<file path="src/rtl/uart_rx.sv">
// uart_rx - asynchronous serial receiver (start bit, DATA_WIDTH data bits LSB
// first, optional even-parity bit, one stop bit). The line is sampled once per
// bit at its mid-point, timed from the falling edge of the start bit.
//
// Optional feature: define UART_RX_PARITY_EN to expect one even-parity bit
// between the last data bit and the stop bit. When the macro is undefined no
// parity bit is expected and parity_error is tied low.
//
// Parameters:
//   SYS_CLK_FREQ  system clock frequency in Hz
//   BAUD_RATE     serial bit rate in bit/s
//   DATA_WIDTH    data bits per frame (2 or more)
// Ports:
//   sys_clk        system clock, rising edge
//   areset_n       asynchronous active-low reset
//   data_in        serial line, idle high, asynchronous to sys_clk
//   data           last correctly received word
//   data_valid     one-cycle pulse, data holds a new word
//   framing_error  one-cycle pulse, stop bit sampled low
//   parity_error   one-cycle pulse, parity mismatch with a good stop bit
//   busy           high while a frame is in progress
module uart_rx #(
  parameter int SYS_CLK_FREQ = 1000000,
  parameter int BAUD_RATE    = 9600,
  parameter int DATA_WIDTH   = 8
) (
  input  logic                  sys_clk,
  input  logic                  areset_n,
  input  logic                  data_in,
  output logic [DATA_WIDTH-1:0] data,
  output logic                  data_valid,
  output logic                  framing_error,
  output logic                  parity_error,
  output logic                  busy
);

  localparam int BIT_CNT = SYS_CLK_FREQ / BAUD_RATE;
  localparam int HALF    = BIT_CNT / 2;
  localparam int CNT_W   = $clog2(BIT_CNT) + 1;
  localparam int IDX_W   = (DATA_WIDTH > 1) ? $clog2(DATA_WIDTH) : 1;

  localparam logic [CNT_W-1:0] HALF_END = CNT_W'(HALF - 1);
  localparam logic [CNT_W-1:0] BIT_END  = CNT_W'(BIT_CNT - 1);
  localparam logic [CNT_W-1:0] CNT_ONE  = CNT_W'(1);
  localparam logic [IDX_W-1:0] LAST_IDX = IDX_W'(DATA_WIDTH - 1);
  localparam logic [IDX_W-1:0] IDX_ONE  = IDX_W'(1);

`ifdef UART_RX_PARITY_EN
  typedef enum logic [2:0] {IDLE, START, DATA, PARITY, STOP, WAIT_HIGH} state_t;
`else
  typedef enum logic [2:0] {IDLE, START, DATA, STOP, WAIT_HIGH} state_t;
`endif

  state_t                  state;
  logic [CNT_W-1:0]        cnt;
  logic [IDX_W-1:0]        idx;
  logic [DATA_WIDTH-1:0]   shift;
  logic                    rx_p0;
  logic                    rx_p1;
`ifdef UART_RX_PARITY_EN
  logic                    par_bit;
`endif

  // Stage p0/p1: two-flop synchronizer; reset to the idle (high) line level
  always_ff @(posedge sys_clk or negedge areset_n) begin
    if (!areset_n) begin
      rx_p0 <= 1'b1;
      rx_p1 <= 1'b1;
    end else begin
      rx_p0 <= data_in;
      rx_p1 <= rx_p0;
    end
  end

  // Receive FSM: all decisions on the synchronized line rx_p1
  always_ff @(posedge sys_clk or negedge areset_n) begin
    if (!areset_n) begin
      state         <= IDLE;
      cnt           <= '0;
      idx           <= '0;
      shift         <= '0;
      data          <= '0;
      data_valid    <= 1'b0;
      framing_error <= 1'b0;
      busy          <= 1'b0;
`ifdef UART_RX_PARITY_EN
      par_bit       <= 1'b0;
      parity_error  <= 1'b0;
`endif
    end else begin
      data_valid    <= 1'b0;
      framing_error <= 1'b0;
`ifdef UART_RX_PARITY_EN
      parity_error  <= 1'b0;
`endif
      case (state)
        IDLE: begin
          cnt <= '0;
          idx <= '0;
          if (!rx_p1) begin
            state <= START;
            busy  <= 1'b1;
          end
        end
        START: begin
          if (cnt == HALF_END) begin
            cnt <= '0;
            // A line that is high again at mid start bit was only a glitch
            if (rx_p1) begin
              state <= IDLE;
              busy  <= 1'b0;
            end else begin
              state <= DATA;
            end
          end else begin
            cnt <= cnt + CNT_ONE;
          end
        end
        DATA: begin
          if (cnt == BIT_END) begin
            cnt   <= '0;
            shift <= {rx_p1, shift[DATA_WIDTH-1:1]};
            idx   <= idx + IDX_ONE;
            if (idx == LAST_IDX) begin
`ifdef UART_RX_PARITY_EN
              state <= PARITY;
`else
              state <= STOP;
`endif
            end
          end else begin
            cnt <= cnt + CNT_ONE;
          end
        end
`ifdef UART_RX_PARITY_EN
        PARITY: begin
          if (cnt == BIT_END) begin
            cnt     <= '0;
            par_bit <= rx_p1;
            state   <= STOP;
          end else begin
            cnt <= cnt + CNT_ONE;
          end
        end
`endif
        STOP: begin
          if (cnt == BIT_END) begin
            cnt <= '0;
            // Leave at the stop mid-point so an immediately following start
            // bit is still caught from its falling edge.
            if (rx_p1) begin
              state <= IDLE;
              busy  <= 1'b0;
`ifdef UART_RX_PARITY_EN
              if ((^shift) != par_bit) begin
                parity_error <= 1'b1;
              end else begin
                data       <= shift;
                data_valid <= 1'b1;
              end
`else
              data       <= shift;
              data_valid <= 1'b1;
`endif
            end else begin
              framing_error <= 1'b1;
              state         <= WAIT_HIGH;
            end
          end else begin
            cnt <= cnt + CNT_ONE;
          end
        end
        WAIT_HIGH: begin
          // A line stuck low (break) must not be taken as a new start bit
          if (rx_p1) begin
            state <= IDLE;
            busy  <= 1'b0;
          end
        end
        default: begin
          state <= IDLE;
          busy  <= 1'b0;
        end
      endcase
    end
  end

`ifndef UART_RX_PARITY_EN
  assign parity_error = 1'b0;
`endif

endmodule

</file>
<file path="config.mk">
export PLATFORM = sky130hd
export DESIGN_NAME = uart_rx
export DESIGN_NICKNAME = d
export VERILOG_FILES = /design/src/rtl/uart_rx.sv
export SDC_FILE = /design/constraint.sdc
export NUM_CORES = 1
export LEC_CHECK = 0
export ABC_AREA = 1
export CORE_ASPECT_RATIO = 1.2
export CORE_UTILIZATION = 55
export DETAILED_ROUTE_END_ITERATION = 8
export PLACE_DENSITY = 0.76
export SLEW_MARGIN = 40
export SYNTH_ARGS = -nofsm -noshare
export SYNTH_HDL_FRONTEND = slang
export SYNTH_SLANG_ARGS = --single-unit
</file>
<file path="constraint.sdc">
create_clock -name sys_clk -period 3.4 [get_ports sys_clk]
set_input_delay 0.34 -clock sys_clk [delete_from_list [all_inputs] [get_ports sys_clk]]
set_output_delay 0.34 -clock sys_clk [all_outputs]
set_load 0.1 [all_outputs]
</file>
==> key figures <==
Clock network
  • Setup Buffers After CTS: 0
  • Cts bufs inserted: 5
  • TritonCTS Sinks: 35
  • CTS tree: done
  • Clock slew at reported path FFs: 0.10 ns
  • Post-CTS Hold Buffers: 0
  • PostCTS Resize Cnt: 0
  • Worst-Skew Late Latency: 0.34 ns
  • Clock Path Buffers: 2
  • Root buf cell: clkbuf_4
  • Htree depth: 2

Yosys
  • Syn Area/Cell: roughly 9.0 µm²
  • Post-synth top area share: a little under half
  • Largest cells by area after synthesis: dfrtp_1 47%, nand2_1 11%, o21ai_2 8.5%
  • Cells after Synth: about 190
  • Yosys warnings: 0
  • Syn_nets: 200
  • Post-synth EDFFs: 0
  • Yosys reg bits: 35
  • Synth async-reset ratio: 100.0%
  • Cell Area, Synth: roughly 0.0017 mm²
  • Distinct cells, synth: 31
  • Main synth FF type: dfrtp_1
  • Cell taking the most area after synthesis: dfrtp_1
  • Sequential fraction of the synthesis area: between 50% and 60%

Placement
  • Placed Instances: 240
  • Placed Area: between 0.0015 and 0.002 mm²
  • GP Congestion: 0.7976
  • DP Wirelength: 2165 µm
  • I/O Buffers: 13

Job
  • Max-Cap Viols: 0

Drt
  • Drt pass-1 iters: 4
  • Iter 0 DRT Violations: 24
  • Residual DRC: 0
  • DR WL/cell: 11.77 µm
  • Routed WL: between 2000 and 3000 µm
  • Routed Antenna Nets: 0
  • Routed via count: 1308
  • Via-to-Cell Ratio: 5.274

Power and ir drop
  • Comb pwr share: 2.7%
  • Peak VDD IR: 0.3105 mV
  • Clock power frac: about 33%
  • Leak: roughly 0.95 nW
  • Int Power: 0.5021 mW
  • P_sw: 0.1498 mW
  • Reg power frac: 64.4%
  • PwrDens: 345.3 mW/mm²
  • Sw Ratio: 22.98%
  • Overall Power: 0.6519 mW

STA
  • Setup Viol. Count Final: 0
  • Unrepaired setup endpoints after global routing: false
  • Minimum clock period: 1.558 ns
  • Fin. max-slew vios: 0
  • Setup Skew: just over 0.01 ns
  • Crit share post-route: a little under half
  • Final Hold Vio Count: 0
  • Max Freq: 0.6417 GHz
  • TNS Setup: 0 ns

Critical path
  • Flop2flop setup slack: 1.84 ns
  • CP most frequent cell: nand2_1
  • R2R depth: 8
  • Crit-path cells: ha_1, nand2_1, nor2_4, nand2_4, inv_6, nand3_4, nand2_1, o21ai_2
  • Slowest cell on crit path: dfrtp_1
  • Worst EP required: 3.63 ns
  • R2R Path Start: cnt[1]
  • Crit path launch type: flip-flop
  • Kind of critical path: reg2reg
  • Critical path arrival: 1.79 ns
  • Worst setup EP type: flip-flop
  • Total stage count of the critical path: 8
  • Reg-to-reg endpoint: data[4]
  • CP top delay family: simple AND/OR/NAND/NOR gates
  • Crit path buf inv count: 1
  • Worst stage delay on the critical path: 0.38 ns
  • Crit path max fanout: 15

Finish
  • End-of-flow core utilization: 62.36%
  • # diodes: 0
  • Layout Nets: 217
  • Design Area, Final: ~0.0019 mm²
  • Post-route insts no fill: 248
  • Layout Area Growth over Synthesis: 8.172%
  • Ratio of cells with drive above 1 in the final layout: 25.94%
  • Fillers: 283

Floorplanning
  • DIE WIDTH: 53.43 µm
  • Row count: 22
  • IO Pins: 15
  • Die ar.: 0.003404 mm²
  • Core footprint: 0.003028 mm²
  • Die H: 63.71 µm
  • Initial Util: ~58%

Worst hold path
  • Worst Min Path Start: rx_p0
  • Hold Path Depth: 0
  • Hold endpoint: rx_p1
  • Hold WC Path Type: reg2reg

Outcome
  • Run status: completed

Global routing
  • First-pass GRT wire length: 5299 µm
  • Remaining global-route overflow: 0
  • Largest net degree at the start of global routing: 36
  • Initial antenna violation count: 0
  • Vias in the first global route: 1246
  • Tot GR Track Use: 21.91%
-- cells in the final DEF (no fill, tap or decap), types with 4 or more instances in the layout --
| cell type | instances |
|---|---|
| buf_2 | 11 |
| nor3_1 | 6 |
| o21ai_2 | 17 |
| nand3_1 | 9 |
| nor2_1 | 12 |
| nand2_2 | 4 |
| dfrtp_1 | 33 |
| inv_1 | 21 |
| inv_2 | 4 |
| nand2_1 | 52 |
| o21ai_0 | 4 |
| clkbuf_4 | 5 |
-- flip-flops by register name, indices dropped and copies added (netlist names) --
register	cells
data_valid	1
shift	8
rx_p0	1
rx_p1	1
framing_error	1
idx	3
data	8
state	3
busy	1
cnt	8
-- cells by family (layout without fill, tap and decap cells) --
group           Yosys count  count (layout)  synth area share [%]
compound gates           30              30                 12.90
xor+xnor                  3               3                 1.506
fa+ha+maj                 3               3                 2.151
buf+inv                  30              48                 7.885
flops                    35              35                 50.32
other cells               1               1                0.2148
simple gates             92              92                 25.02
-- stage by stage --
stage	setup slack [ns]	hold WS, ns
finish	1.842	0.3619
detailed placement	1.852	0.3488
CTS	1.828	0.3632
global route	1.680	0.3659
floorplan	2.008	0.04441
global placement	1.583	0.3460
-- synth_stat cells (2+ instances only) --
library cell   n
nand2_1       52
dfrtp_1       33
inv_1         21
o21ai_2       17
nor2_1        12
nand3_1        9
nor3_1         6
inv_2          4
nand2_2        4
o21ai_0        4
a21oi_1        3
ha_1           3
nor2_4         3
buf_6          2
dfstp_2        2
nand2_4        2
o21bai_1       2
xor2_1         2
-- per-layer routing --
layer	GRT usage (%)	routed length, µm	up-vias
li1	-	-	651
met3	6.522	105	8
met5	0	0	-
met4	11.51	70	0
met1	24.64	1258	626
met2	35.94	1482	23
-- area by class of cell --
| type | instances | area (µm²) | area share [%] |
|---|---|---|---|
| sequential | 35 | 878.3 | 46.52 |
| multi-input combinational | 129 | 729.5 | 38.63 |
| timing repair buffer | 14 | 82.58 | 4.374 |
| clock buffer | 7 | 45.04 | 2.386 |
| inverter | 26 | 102.6 | 5.434 |
| clock inverter | 1 | 5.005 | 0.2651 |
| tap | 36 | 45.04 | 2.386 |
-- worst register-to-register path, stage by stage, from the launching register on --
cell     delay [ns]
dfrtp_1        0.38
ha_1           0.19
nand2_1        0.13
nor2_4         0.13
nand2_4        0.11
inv_6          0.12
nand3_4        0.19
nand2_1        0.14
o21ai_2        0.06
-- worst max path at each step --
| stage | start | end | slack [ns] |
|---|---|---|---|
| 2_1_floorplan | cnt[1] | data[1] | 2.01 |
| 3_3_place_gp | data[6] | data[6] | 1.58 |
| 3_5_place_dp | cnt[1] | data[4] | 1.85 |
| 4_1_cts | cnt[1] | data[4] | 1.83 |
| 5_1_grt | cnt[1] | data[2] | 1.68 |
| 6_report | cnt[1] | data[4] | 1.84 |
-- power groups by stage --
stage	Clock, mW	Combinational, mW	Sequential [mW]
detailed placement	0	0.0186	0.428
finish	0.215	0.0176	0.420
floorplan	0	0.00753	0.427
CTS	0.227	0.0184	0.420
global route	0.243	0.0202	0.420
global placement	0	0.0181	0.428
Note: power is estimated with default switching activity, not from simulation.
